<file path="config.mk">
export PLATFORM = sky130hd
export DESIGN_NAME = instr_sequencer
export DESIGN_NICKNAME = d
export VERILOG_FILES = /design/src/rtl/instr_sequencer.sv
export SDC_FILE = /design/constraint.sdc
export NUM_CORES = 1
export LEC_CHECK = 0
export BUFFER_PORTS_ARGS = -buffer_cell sky130_fd_sc_hd__clkbuf_2
export CELL_PAD_IN_SITES_DETAIL_PLACEMENT = 1
export CELL_PAD_IN_SITES_GLOBAL_PLACEMENT = 1
export CORE_MARGIN = 4
export CORE_UTILIZATION = 40
export CTS_BUF_LIST = sky130_fd_sc_hd__clkbuf_16
export DETAILED_ROUTE_END_ITERATION = 8
export PLACE_DENSITY_LB_ADDON = 0.1
export SLEW_MARGIN = 20
export SYNTH_ARGS = -nofsm -noshare
export SYNTH_HDL_FRONTEND = slang
export SYNTH_SLANG_ARGS = --single-unit
</file>
<file path="constraint.sdc">
create_clock -name clk -period 2.7 [get_ports clk]
set_clock_uncertainty 0.15 [all_clocks]
set_input_delay 0.27 -clock clk [delete_from_list [all_inputs] [get_ports clk]]
set_output_delay 0.27 -clock clk [all_outputs]
set_load 0.01 [all_outputs]
</file>
<file path="src/rtl/instr_sequencer.sv">
// rtl/instr_sequencer.sv - multi-cycle fetch/exec/mem control sequencer with PC (optional CYCLE_COUNT_EN counters)
module instr_sequencer #(
    parameter int PC_WIDTH    = 10,
    parameter int OFF_WIDTH   = 6,
    parameter int MEM_TIMEOUT = 15
) (
    input  logic                 clk,
    input  logic                 reset,
    input  logic                 start,
    input  logic                 dec_jump,
    input  logic                 dec_halt,
    input  logic                 dec_branch,
    input  logic                 dec_reg_write,
    input  logic                 dec_mem_read,
    input  logic                 dec_mem_write,
    input  logic [OFF_WIDTH-1:0] jump_off,
    input  logic                 alu_zero,
    input  logic                 mem_ack,
    output logic [PC_WIDTH-1:0]  pc,
    output logic                 ir_load,
    output logic                 reg_write_en,
    output logic                 mem_req,
    output logic                 mem_we,
    output logic                 busy,
    output logic                 done,
`ifdef CYCLE_COUNT_EN
    output logic                 err,
    output logic [31:0]          cycle_count,
    output logic [31:0]          instr_count
`else
    output logic                 err
`endif
);

    typedef enum logic [2:0] {
        S_IDLE,
        S_FETCH,
        S_EXEC,
        S_MEM,
        S_HALTED
    } state_t;

    state_t              state;
    state_t              state_nxt;
    logic [PC_WIDTH-1:0] pc_step;
    logic [PC_WIDTH-1:0] off_ext;
    logic [7:0]          tmo_cnt;
    logic [7:0]          tmo_inc;
    logic                done_r;
    logic                err_r;
    logic                accept_start;
    logic                advance;
    logic                enter_mem;
    logic                mem_wait;
    logic                set_done;
    logic                set_err;

    assign off_ext = {{(PC_WIDTH-OFF_WIDTH){jump_off[OFF_WIDTH-1]}}, jump_off};
    assign tmo_inc = tmo_cnt + 8'd1;
    assign busy    = (state == S_FETCH) || (state == S_EXEC) || (state == S_MEM);
    assign done    = done_r;
    assign err     = err_r;

    // Successor PC: jump beats taken branch beats sequential; wraps modulo 2^PC_WIDTH
    always_comb begin
        pc_step = pc + PC_WIDTH'(1);
        if (dec_jump)
            pc_step = pc + off_ext;
        else if (dec_branch && alu_zero)
            pc_step = pc + PC_WIDTH'(2);
    end

    // Next-state decode and per-state strobes; strobes only exist in the cycle that commits
    always_comb begin
        state_nxt    = state;
        ir_load      = 1'b0;
        reg_write_en = 1'b0;
        mem_req      = 1'b0;
        mem_we       = 1'b0;
        accept_start = 1'b0;
        advance      = 1'b0;
        enter_mem    = 1'b0;
        mem_wait     = 1'b0;
        set_done     = 1'b0;
        set_err      = 1'b0;
        case (state)
            S_IDLE, S_HALTED: begin
                if (start) begin
                    accept_start = 1'b1;
                    state_nxt    = S_FETCH;
                end
            end
            S_FETCH: begin
                ir_load   = 1'b1;
                state_nxt = S_EXEC;
            end
            S_EXEC: begin
                if (dec_halt) begin
                    set_done  = 1'b1;
                    state_nxt = S_HALTED;
                end else if (dec_mem_read || dec_mem_write) begin
                    enter_mem = 1'b1;
                    state_nxt = S_MEM;
                end else begin
                    reg_write_en = dec_reg_write;
                    advance      = 1'b1;
                    state_nxt    = S_FETCH;
                end
            end
            S_MEM: begin
                mem_req = 1'b1;
                mem_we  = dec_mem_write;
                if (mem_ack) begin
                    // Stores never write the register file, whatever the decoder says
                    reg_write_en = dec_mem_read;
                    advance      = 1'b1;
                    state_nxt    = S_FETCH;
                end else if (tmo_inc == 8'(MEM_TIMEOUT)) begin
                    set_err   = 1'b1;
                    state_nxt = S_HALTED;
                end else begin
                    mem_wait = 1'b1;
                end
            end
            default: state_nxt = S_IDLE;
        endcase
    end

    // State register
    always_ff @(posedge clk or posedge reset) begin
        if (reset)
            state <= S_IDLE;
        else
            state <= state_nxt;
    end

    // PC, memory-wait counter and halt status flags
    always_ff @(posedge clk or posedge reset) begin
        if (reset) begin
            pc      <= '0;
            tmo_cnt <= 8'd0;
            done_r  <= 1'b0;
            err_r   <= 1'b0;
        end else begin
            if (accept_start) begin
                pc     <= '0;
                done_r <= 1'b0;
                err_r  <= 1'b0;
            end
            if (advance)
                pc <= pc_step;
            if (enter_mem)
                tmo_cnt <= 8'd0;
            else if (mem_wait)
                tmo_cnt <= tmo_inc;
            if (set_done) begin
                done_r <= 1'b1;
                err_r  <= 1'b0;
            end
            if (set_err) begin
                err_r  <= 1'b1;
                done_r <= 1'b0;
            end
        end
    end

`ifdef CYCLE_COUNT_EN
    // Saturating busy-cycle and fetch counters, cleared when a run starts
    always_ff @(posedge clk or posedge reset) begin
        if (reset) begin
            cycle_count <= 32'd0;
            instr_count <= 32'd0;
        end else if (accept_start) begin
            cycle_count <= 32'd0;
            instr_count <= 32'd0;
        end else begin
            if (busy && (cycle_count != 32'hFFFF_FFFF))
                cycle_count <= cycle_count + 32'd1;
            if ((state == S_FETCH) && (instr_count != 32'hFFFF_FFFF))
                instr_count <= instr_count + 32'd1;
        end
    end
`endif

endmodule

</file>
## After elaboration in Yosys (flattened, before gate mapping)

Cells that the tools add are included.

- Flip-flop bits (word level): 23
- Output and inout port bits: 17
- Logic and storage cells: 67

- $add $sub $neg: 4
- Equal/unequal tests: 7
- Multiplexer cells: 41
- Reduce and logical (&&, ||, !) cells: 10

Operators with widths:

| cell | count |
|---|---|
| 10-bit 2-to-1 mux | 4 |
| 1-bit 2-to-1 mux | 27 |
| 8-bit 2-to-1 mux | 2 |
| 3-bit 2-to-1 mux | 4 |
| 3-bit one-hot mux with 4 select lines | 1 |
| 10-bit by 1-bit adder with 10-bit output, second input constant | 1 |
| 10-bit adder | 1 |
| 10-bit by 2-bit adder with 10-bit output, second input constant | 1 |
| 8-bit by 1-bit adder with 8-bit output, second input constant | 1 |
| 8-bit by 4-bit == test with 1-bit output, second input constant | 1 |
| 3-bit by 2-bit == test with 1-bit output, second input constant | 2 |
| 1-bit one-hot mux with 2 select lines | 2 |
| 2-bit nonzero test | 2 |
| 3-bit by 1-bit == test with 1-bit output, second input constant | 1 |
| 3-bit == test, second input constant | 1 |
| 3-bit logical NOT | 1 |
| 1-bit logical OR | 3 |
| 3-bit by 2-bit != test with 1-bit output, second input constant | 1 |
| 3-bit nonzero test | 1 |
| 2-bit 2-to-1 mux | 1 |
| 2-bit != test, second input constant | 1 |
| 2-bit AND reduction | 1 |
| 2-bit OR reduction | 1 |
| 1-bit logical AND | 1 |

## Longest topological paths before layout

- Depth after elaboration: 7
- Depth in mapped cells: 9
- Mapped depth without buffers: 9

## Worst setup path after synthesis

Ideal clock, no wire load.

- Path type: flip-flop to flip-flop
- Start point: register pc[1]
- End point: register pc[9]
- Library setup time: 125 ps
- Data arrival time: 1804 ps
- Data required time: 2425 ps
- Slack: 622 ps
- Cell stages (with the launch flop): 8
- Period minus slack after synthesis: 2078 ps
- Cells stage by stage: dfrtp_1 > ha_1 > a211oi_1 > nor3_1 > o21ba_1 > a211oi_2 > a211o_1 > nand3_1

- Word-level cells in the longest chain between the ends: 4

Ends and longest elaborated chain:

| what | RTL line | text |
|---|---|---|
| start, declared | 19 | `output logic [PC_WIDTH-1:0] pc,` |
| start signal, assigned | 151 | `pc <= pc_step;` |
| 10-bit by 1-bit adder with 10-bit output or 10-bit by 2-bit adder with 10-bit output (tied branches) | 66, 70 |  |
| 10-bit 2-to-1 mux | 69 | `else if (dec_branch && alu_zero)` |
| 10-bit 2-to-1 mux * | 67 | `if (dec_jump)` |
| 10-bit 2-to-1 mux * | 150 | `if (advance)` |

Every way passes the cells marked *; elsewhere a longest branch is shown, timed or not.
A chain may end at the register's enable or synchronous reset.

## Final worst setup path

Same ends and word-level chain as after synthesis.

==> out/metrics.cfg <==
[detailed_routing]
totalWireLength_um=5110
viasPerCell=5.50
drtIter0Drc=94
drc_errors=0
vias=1853
first_pass_iters=4
wl_per_cell_um=15.2
ant_nets=0

[worst_setup_path]
crit_cells=7
critPathKind=reg -> reg
cp-start-kind=flop
cp_cell_sequence=ha_1 -> a211oi_1 -> nor3_1 -> o21ba_1 -> a211oi_2 -> a211o_1 -> nand3_1
cpPeakStageDelay_ps=470
end_kind=flop
reg2reg_to=pc[9]
r2r_setup_slack_ps=360
cp_top_family=compound AO/OA/AOI/OAI gates
path_buf_inv=0
rr_startpoint=pc[1]
crit_slowest_cell=dfrtp_1
cp-startpoint=pc[1]
r2r_cells=7
crit_path_max_fanout=8
worstSetupEndpoint=pc[9]
cp.required_ps=2690
crit_arrival_ps=2340

[cts]
clockBufferDepth=2
insertion_delay_ps=260
cts_setup_buffers=0
cts.sinks=23
cts_buffers=3
clockRootBuffer=clkbuf_16
htree_levels=1
cts.repair.resized=0
holdBufCountCts=0
clk_pin_slew_ps=60
cts_tree=done

[power]
leakagePower_nw=1.11
power_density_nw_per_um2=832
vdd.ir_drop.worst_uv=370
power_mw=1.93

[grt]
grt_pass1_wl_um=8950
grt_max_degree=24
overflow=0
antenna_found_initial=0
groute.usage.overall_pct=18.1
first_global_vias=1899

[floorplanning]
rows=25
die_w_um=78.7
die_h_um=78.7
initial_core_util_pct=41.8
ios=34
die_area_sq_um=6190
core_area_sq_um=4790

[sta]
worst_slew_pin_slew_ps=875
slew_viol_final=0
timing.final.crit_period_ps=2340
setup_slack_ps=355
slew_headroom_pct=41.6
max_freq_mhz=427
setup_violations=0
period_share_pct=86.8
tns_ps=0
grt_setup_unrepaired=no
hold_violations=0

[layout]
fin_nets=302
area_growth_pct=16.2
layout_common_cells=clkbuf_2 (33), dfrtp_1 (23), nand2_1 (20)
n_antenna_cell=0
final_area_sq_um=2320
drive_gt1_share_pct=21.5
instances_no_fill=337
final_common_cell=clkbuf_2

[run]
cap_viol_max_count=0

[place]
dpl_cell_area_sq_um=2240
port_buffers=33
dpl.cell_count=333
gp_congestion=0.753
place_hpwl_um=4050
post-place-ws_ps=372

[yosys]
synth_ff_type=dfrtp_1
synthesis.area_sq_um=2000
ys_ff_latch=23
ys_types=60
ys_async_sr_fraction_pct=100
synth_cells=235
syn_area_per_cell_sq_um=8.50
yosysWarnings=0
synth_nets=266
synth_edf_count=0
synth-seq-area-share_pct=28.8

[outcome]
status=finished, final reports clean

[worst_hold_path]
min_path_type=in -> async

[through the flow]
stage	hold WS (ps)	util [%]
floorplan	122	-
global placement	346	46.8
detailed placement	348	46.8
CTS	63.3	48.5
global route	130	48.5
finish	15.9	48.5
[logic make-up after synthesis]
kind of cell             share of synthesized area [%]
AO/OA/AOI/OAI                                     24.3
buffers and inverters                             4.76
XOR/XNOR                                          4.76
AND/OR/NAND/NOR                                   27.7
adder cells (fa/ha/maj)                           9.14
flip-flops                                        28.8
multiplexers                                     0.501
[state kept, by name, summed over array words and instances, names as in the netlist]
name,cells
err,1
state,3
pc,10
tmo_cnt,8
done,1
[worst min path at each step]
stage / end / cells past startpoint / start
3_3_place_gp: done / 2 / reset
3_5_place_dp: done / 2 / reset
6_report: done / 2 / reset
2_1_floorplan: done / 1 / reset
5_1_grt: done / 2 / reset
4_1_cts: done / 2 / reset
[report_power, final]
| part | internal (mW) | switching [mW] | total [mW] |
|---|---|---|---|
| Clock | 0.201 | 0.129 | 0.330 |
| Sequential | 0.447 | 0.135 | 0.581 |
| Combinational | 0.445 | 0.575 | 1.02 |
| Total | 1.09 | 0.839 | 1.93 |
[synth_stat cells, drive strengths merged, types with 2 or more instances]
| master | instances | area [sq um] |
|---|---|---|
| nor2b | 6 | 40.0 |
| a22oi | 4 | 30.0 |
| o221ai | 3 | 32.5 |
| and2 | 8 | 52.6 |
| nor3 | 4 | 20.0 |
| nand2b | 7 | 51.3 |
| and3 | 4 | 25.0 |
| a31oi | 2 | 12.5 |
| inv | 9 | 33.8 |
| nand3 | 12 | 60.1 |
| and4 | 2 | 20.0 |
| nor2 | 19 | 71.3 |
| xor2 | 3 | 26.3 |
| o31ai | 2 | 15.0 |
| dfrtp | 23 | 576 |
| a21oi | 14 | 73.8 |
| a211oi | 4 | 35.0 |
| a211o | 2 | 17.5 |
| a21o | 5 | 37.5 |
| nor4 | 2 | 18.8 |
| o21bai | 3 | 22.5 |
| o21ai | 23 | 130 |
| a21bo | 2 | 20.0 |
| ha | 13 | 163 |
| nand4 | 6 | 43.8 |
| buf | 4 | 41.3 |
| clkbuf | 5 | 20.0 |
| nand3b | 3 | 22.5 |
| xnor2 | 7 | 68.8 |
| nand2 | 20 | 75.1 |
[layout make-up]
type | count | area (sq um)
well taps | 67 | 83.8
multi-input cells | 194 | 1330
clock buffers | 3 | 75.1
clock inverters | 1 | 7.51
flip-flops and latches | 23 | 576
inverters | 9 | 33.8
repair buffers | 40 | 218
fillers | 617 | 2460
[per-layer routing]
layer / global-route usage (%) / share of wire (%) / vias to the layer above
met4: 4.72 / 1.2 / 0
met1: 22.1 / 45 / 895
met5: 0 / 0 / -
met3: 2.52 / 3.0 / 5
met2: 32.9 / 51 / 26
li1: - / - / 927
(Power assumes the default switching activity.)
